$ cat src/rtl/grid_mem_responder_if.sv
// Gameplay-side request/response bundle for one grid_mem_responder board.
interface grid_mem_responder_if #(
    parameter int AW = 7
);
    logic [AW-1:0] addr;
    logic [1:0]    wdata;
    logic          we;
    logic          oe;
    logic [1:0]    rdata;
    logic          rvalid;
    logic          err;
    logic          busy;

    modport master (
        output addr, wdata, we, oe,
        input  rdata, rvalid, err, busy
    );

    modport slave (
        input  addr, wdata, we, oe,
        output rdata, rvalid, err, busy
    );
endinterface

$ cat src/rtl/grid_mem_responder.sv
// One 10x10 Battleship board: 2-bit cells, self-clearing sweep, live ship/hit
// counts for win detection, plus a read-only registered scan port for video.
module grid_mem_responder #(
    parameter int CELLS = 100,
    parameter int AW    = 7
) (
    input  logic                       clk,
    input  logic                       rst_n,
    grid_mem_responder_if.slave        bus,
    input  logic [AW-1:0]              scan_addr_i,
    output logic [1:0]                 scan_data_o,
    input  logic                       clear_req_i,
    output logic [6:0]                 ship_cnt_o,
    output logic [6:0]                 hit_cnt_o,
    output logic                       all_sunk_o,
    output logic                       state_o
);
    // Handshake: we/oe are single-cycle requests, accepted when busy is low and
    // addr < CELLS; an accepted oe answers with rvalid+rdata on the next cycle,
    // a rejected we/oe answers with a one-cycle err pulse on the next cycle.
    typedef enum logic {ST_CLEAR = 1'b0, ST_READY = 1'b1} state_e;

    localparam logic [AW:0]   CELLS_W  = (AW+1)'(CELLS);
    localparam logic [AW-1:0] LAST_IDX = (AW)'(CELLS - 1);

    logic [1:0]    mem_q [CELLS];
    state_e        state_q, state_d;
    logic [AW-1:0] clr_idx_q, clr_idx_d;
    logic [1:0]    rdata_q, rdata_d;
    logic          rvalid_q, rvalid_d;
    logic [1:0]    scan_q, scan_d;
    logic          err_q, err_d;
    logic [6:0]    ship_q, ship_d;
    logic [6:0]    hit_q, hit_d;
    logic          sunk_q, sunk_d;

    logic          busy;
    logic          addr_ok;
    logic          scan_ok;
    logic          accept_wr;
    logic          accept_rd;
    logic [1:0]    old_val;
    logic          wr_en;
    logic [AW-1:0] wr_idx;
    logic [1:0]    wr_val;

    assign busy      = (state_q == ST_CLEAR);
    assign addr_ok   = ({1'b0, bus.addr} < CELLS_W);
    assign scan_ok   = ({1'b0, scan_addr_i} < CELLS_W);
    assign accept_wr = !busy && bus.we && addr_ok;
    assign accept_rd = !busy && bus.oe && addr_ok;
    assign old_val   = addr_ok ? mem_q[bus.addr] : 2'b00;

    always_comb begin
        state_d   = state_q;
        clr_idx_d = clr_idx_q;
        wr_en     = 1'b0;
        wr_idx    = bus.addr;
        wr_val    = bus.wdata;
        case (state_q)
            ST_CLEAR: begin
                if (clear_req_i) begin
                    clr_idx_d = '0;
                end else begin
                    wr_en  = 1'b1;
                    wr_idx = clr_idx_q;
                    wr_val = 2'b00;
                    if (clr_idx_q == LAST_IDX) begin
                        state_d   = ST_READY;
                        clr_idx_d = '0;
                    end else begin
                        clr_idx_d = clr_idx_q + (AW)'(1);
                    end
                end
            end
            ST_READY: begin
                wr_en = accept_wr;
                if (clear_req_i) begin
                    state_d   = ST_CLEAR;
                    clr_idx_d = '0;
                end
            end
            default: state_d = ST_CLEAR;
        endcase
    end

    // Bit 0 set means "ship present" (01 or 11); both bits set means "hit".
    always_comb begin
        ship_d = ship_q;
        hit_d  = hit_q;
        if (accept_wr) begin
            if (bus.wdata[0] && !old_val[0])      ship_d = ship_q + 7'd1;
            else if (!bus.wdata[0] && old_val[0]) ship_d = ship_q - 7'd1;
            if ((&bus.wdata) && !(&old_val))      hit_d = hit_q + 7'd1;
            else if (!(&bus.wdata) && (&old_val)) hit_d = hit_q - 7'd1;
        end
        if (clear_req_i || busy) begin
            ship_d = '0;
            hit_d  = '0;
        end
        sunk_d   = (ship_d != 7'd0) && (hit_d == ship_d);
        rdata_d  = accept_rd ? old_val : rdata_q;
        rvalid_d = accept_rd;
        err_d    = (bus.we || bus.oe) && (busy || !addr_ok);
        scan_d   = scan_ok ? mem_q[scan_addr_i] : 2'b00;
    end

    always_ff @(posedge clk) begin
        if (!rst_n) begin
            state_q   <= ST_CLEAR;
            clr_idx_q <= '0;
            rdata_q   <= 2'b00;
            rvalid_q  <= 1'b0;
            scan_q    <= 2'b00;
            err_q     <= 1'b0;
            ship_q    <= '0;
            hit_q     <= '0;
            sunk_q    <= 1'b0;
        end else begin
            state_q   <= state_d;
            clr_idx_q <= clr_idx_d;
            rdata_q   <= rdata_d;
            rvalid_q  <= rvalid_d;
            scan_q    <= scan_d;
            err_q     <= err_d;
            ship_q    <= ship_d;
            hit_q     <= hit_d;
            sunk_q    <= sunk_d;
        end
    end

    // Cell storage needs no reset: every reset leaves the FSM sweeping it to 00.
    always_ff @(posedge clk) begin
        if (wr_en) mem_q[wr_idx] <= wr_val;
    end

    assign bus.rdata   = rdata_q;
    assign bus.rvalid  = rvalid_q;
    assign bus.err     = err_q;
    assign bus.busy    = busy;
    assign scan_data_o = scan_q;
    assign ship_cnt_o  = ship_q;
    assign hit_cnt_o   = hit_q;
    assign all_sunk_o  = sunk_q;
    assign state_o     = (state_q == ST_READY);
endmodule

$ cat src/flat_wrapper.sv
// flat-port wrapper written by rule: the top's interface ports become plain ports
module grid_mem_responder_flat 
#(
    parameter int CELLS = 100,
    parameter int AW    = 7
)
  (clk, rst_n, scan_addr_i, scan_data_o, clear_req_i, ship_cnt_o, hit_cnt_o, all_sunk_o, state_o, bus_addr, bus_wdata, bus_we, bus_oe, bus_rdata, bus_rvalid, bus_err, bus_busy);
  grid_mem_responder_if #(.AW(AW)) bus_i ();
  input  logic clk;
  input  logic rst_n;
  input  logic [AW-1:0] scan_addr_i;
  output logic [1:0] scan_data_o;
  input  logic clear_req_i;
  output logic [6:0] ship_cnt_o;
  output logic [6:0] hit_cnt_o;
  output logic all_sunk_o;
  output logic state_o;
  input wire logic [$bits(bus_i.addr)-1:0] bus_addr;
  input wire logic [$bits(bus_i.wdata)-1:0] bus_wdata;
  input wire logic [$bits(bus_i.we)-1:0] bus_we;
  input wire logic [$bits(bus_i.oe)-1:0] bus_oe;
  output wire logic [$bits(bus_i.rdata)-1:0] bus_rdata;
  output wire logic [$bits(bus_i.rvalid)-1:0] bus_rvalid;
  output wire logic [$bits(bus_i.err)-1:0] bus_err;
  output wire logic [$bits(bus_i.busy)-1:0] bus_busy;
  assign bus_i.addr = bus_addr;
  assign bus_i.wdata = bus_wdata;
  assign bus_i.we = bus_we;
  assign bus_i.oe = bus_oe;
  assign bus_rdata = bus_i.rdata;
  assign bus_rvalid = bus_i.rvalid;
  assign bus_err = bus_i.err;
  assign bus_busy = bus_i.busy;
  grid_mem_responder #(.CELLS(CELLS), .AW(AW)) u_core (.clk(clk), .rst_n(rst_n), .bus(bus_i), .scan_addr_i(scan_addr_i), .scan_data_o(scan_data_o), .clear_req_i(clear_req_i), .ship_cnt_o(ship_cnt_o), .hit_cnt_o(hit_cnt_o), .all_sunk_o(all_sunk_o), .state_o(state_o));
endmodule
$ cat config.mk
export PLATFORM = sky130hd
export DESIGN_NAME = grid_mem_responder_flat
export DESIGN_NICKNAME = d
export VERILOG_FILES = /design/src/rtl/grid_mem_responder_if.sv /design/src/rtl/grid_mem_responder.sv /design/src/flat_wrapper.sv
export SDC_FILE = /design/constraint.sdc
export NUM_CORES = 1
export LEC_CHECK = 0
export ABC_AREA = 1
export BUFFER_PORTS_ARGS = -buffer_cell sky130_fd_sc_hd__buf_4
export CAP_MARGIN = 5
export CORE_ASPECT_RATIO = 1.2
export CORE_MARGIN = 2
export CORE_UTILIZATION = 49
export CTS_CLUSTER_DIAMETER = 100
export CTS_CLUSTER_SIZE = 12
export DETAILED_ROUTE_END_ITERATION = 10
export PLACE_DENSITY = 0.63
export SETUP_SLACK_MARGIN = 0.5
export SYNTH_ARGS = -nofsm -noshare
export SYNTH_HDL_FRONTEND = slang
export SYNTH_SLANG_ARGS = --single-unit
$ cat constraint.sdc
create_clock -name clk -period 5.8 [get_ports clk]
set_input_delay 0.29 -clock clk [delete_from_list [all_inputs] [get_ports clk]]
set_output_delay 0.29 -clock clk [all_outputs]
set_load 0.05 [all_outputs]
==> out/qor.txt <==
clock root cell: clkbuf_16
async set or reset register ratio after synthesis: 0%
initial antenna violation count: 0
met2 Usage GRT: 45.1%
Critical Path, Cell by Cell: dlygate4sd3_1 -> buf_4 -> nor2_1 -> inv_1 -> or2_2 -> o21ai_0 -> nand4_1 -> nor2_1
critical path depth in cells: 8
Die W: 150 um
multi-input logic area: 5110 um^2
WL/cell: 20.4 um
cts hold-fix bufs: 1
Setup-failing EPs final: 0
grt peak-use layer: met2
RSZ-0062 raised after global routing: false
Die Area: 27000 um^2
clock tree buffer depth: 3
Starting Density: 49.7%
CTS H-Tree Depth: 1
Leak: 5.19 nW
EDFF count, synth: 200
GR Util met3: 4.87%
Critical Path RT: 5.99 ns
n_diodes: 0
Via Count: 11200
DRT antenna net count: 0
Slew @ Worst Pin: 1.20 ns
grt ovf: 0
CTS tree: done
CP peak stage delay: 1.04 ns
# rows: 64
first-pass GRT wire length: 59.0 mm
Tcrit/Tclk final: 68.4%
gpl congestion: 0.894
number of instances in the synthesized netlist: 1527
hold path depth: 3
Cell variety after synth: 45
CORE AREA: 25400 um^2
Peak supply drop: 0.217 mV
net count reported at finish: 1545
detailed router's first-iteration violation count: 1268
Setup TNS: 0 ns
top cell type's share of synthesized area: 47.6%
Pwr Density: 261 nW/um^2
router iterations before antenna repair: 6
I/O pin total: 44
top cells by count, synth: nand2_1, nor2_1, nand3_1
Fin Clk Skew: 0.0271 ns
dpl hpwl: 23.9 mm
clk slew on worst S/H paths: 0.06 ns
Filler Cell Count: 2409
CP delay by family, top: simple AND/OR/NAND/NOR gates
vias in the first global route: 10500
slew margin rel.: 19.6%
cell repeated most along the worst path: nor2_1
Register Area: 6590 um^2
Clock Latency Late Sink: 0.54 ns
crit path buf inv count: 3
layout cells sized above 1: 7.75%
critical path's slowest cell: nand4_1
CP endpoint kind: flop
count of input and output buffers: 43
Die H: 180 um
fin crit period: 3.97 ns
CTS-repair resized insts: 0
syn_nets: 1553
Critical Path AT: 4.16 ns
Slew Viols, Final: 0
mapped cell area: 12600 um^2
TritonCTS Buffers: 23
sequential area share after synthesis: 52.2%
most common cell in the netlist: nand2_1
Area Growth Syn to Fin: 8.60%
reg2reg path depth: 6
syn_area_per_cell: 8.26 um^2
Clock Sink Count: 229
final hold vios: 0
total wire length: 38.1 mm
dominant cells by area after synthesis: edfxtp_1, nand2_1, nand3_1, nor2_1, o21ai_0
Yosys reg bits: 229
Synth warnings: 0
status: complete, no violations
CP Launch Type: input port
largest net degree at the start of global routing: 87
GRT Resource Usage Total: 28.3%
Worst Setup Path Type: input port to flop
R2R setup slack: 1.95 ns
Hold WS: 0.0342 ns
Top FF cell, synth: edfxtp_1
Global Route met1 Usage: 38.6%
max-cap viol count: 0
Yosys top cell by area: edfxtp_1
setup repair bufs after CTS: 0
Max Clk Rate: 252 MHz
worst min path class: input port to flop
Post-route DRC: 0
CP Max Fanout: 15
Vias/cell: 6.01
[layout make-up]
cell class | instances | area share [%]
clock inverters | 2 | 0.146
inverters | 125 | 3.43
flip-flops and latches | 229 | 48.1
multi-input cells | 1080 | 37.3
well taps | 330 | 3.02
repair buffers | 60 | 3.31
clock buffers | 40 | 4.67
[path summary, 6_finish.rpt]
check	start	to
min reg2reg	u_core.clr_idx_q[6]	u_core.clr_idx_q[6]
max reg2reg	u_core.state_o	u_core.mem_q[66][1]
max	clear_req_i	u_core.mem_q[66][1]
min	bus_oe	u_core.bus.err
[layout by cell type (no fill, tap or decap), types with 2 or more instances in the layout]
master,instances
a221oi_1,3
o221ai_1,9
a31oi_1,2
clkbuf_1,17
nor3_1,10
nand2_1,303
nand4_1,22
a21oi_1,52
or2_2,7
nand3_2,7
buf_4,59
nand3_4,2
dfxtp_1,29
o21ai_1,7
clkbuf_16,23
o21ai_0,136
inv_1,120
o22ai_1,16
nor2_4,2
ha_1,5
edfxtp_1,200
nor2_2,2
nor2_1,233
nand2_2,6
nand2_4,2
nand3_1,201
inv_2,5
o211ai_1,38
[worst reg2reg max path, delay by kind of cell (launching register included)]
kind / cells / cell delay [ns]
buf+inv: 1 / 0.20
flops: 1 / 0.33
simple gates: 4 / 2.79
compound gates: 1 / 0.19
[state kept, by name, summed over array words and instances (netlist names)]
signal	flops
u_core.mem_q	200
u_core.clr_idx_q	7
u_core.hit_cnt_o	7
u_core.ship_cnt_o	7
u_core.bus.rdata	2
u_core.scan_data_o	2
u_core.all_sunk_o	1
u_core.bus.err	1
u_core.bus.rvalid	1
u_core.state_o	1
[power by group]
part	switching, mW	internal, mW
Sequential	0.00357	1.80
Clock	0.619	0.748
Combinational	0.296	0.103
Total	0.919	2.65
[metal layers]
metal | vias to the layer above | part of all wire [%] | wire length, um
met5 | - | 0 | 0
met4 | 0 | 3.9 | 1470
met3 | 114 | 9.3 | 3550
met2 | 593 | 47 | 17700
met1 | 5271 | 40 | 15300
li1 | 5236 | - | -
[cell families after synthesis]
group	count (synthesis)	share of synthesized area (%)
flops	229	52.2
simple gates	802	27.5
buf+inv	218	7.33
compound gates	273	12.5
fa+ha+maj	5	0.496
[through the flow]
stage / cell area, um^2 / cells / util (%) / power [mW] / worst slack (ns)
detailed placement: 13000 / 1823 / 51.3 / 2.23 / 1.91
finish: 13700 / 1866 / 53.9 / 3.57 / 1.83
global route: 13700 / 1866 / 53.9 / 3.69 / 1.62
CTS: 13700 / 1866 / 53.9 / 3.58 / 1.90
floorplan: 12600 / 1527 / - / 2.10 / 1.76
global placement: 13000 / 1823 / 51.3 / 2.22 / 1.89
Note: power is estimated with default switching activity, not from simulation.
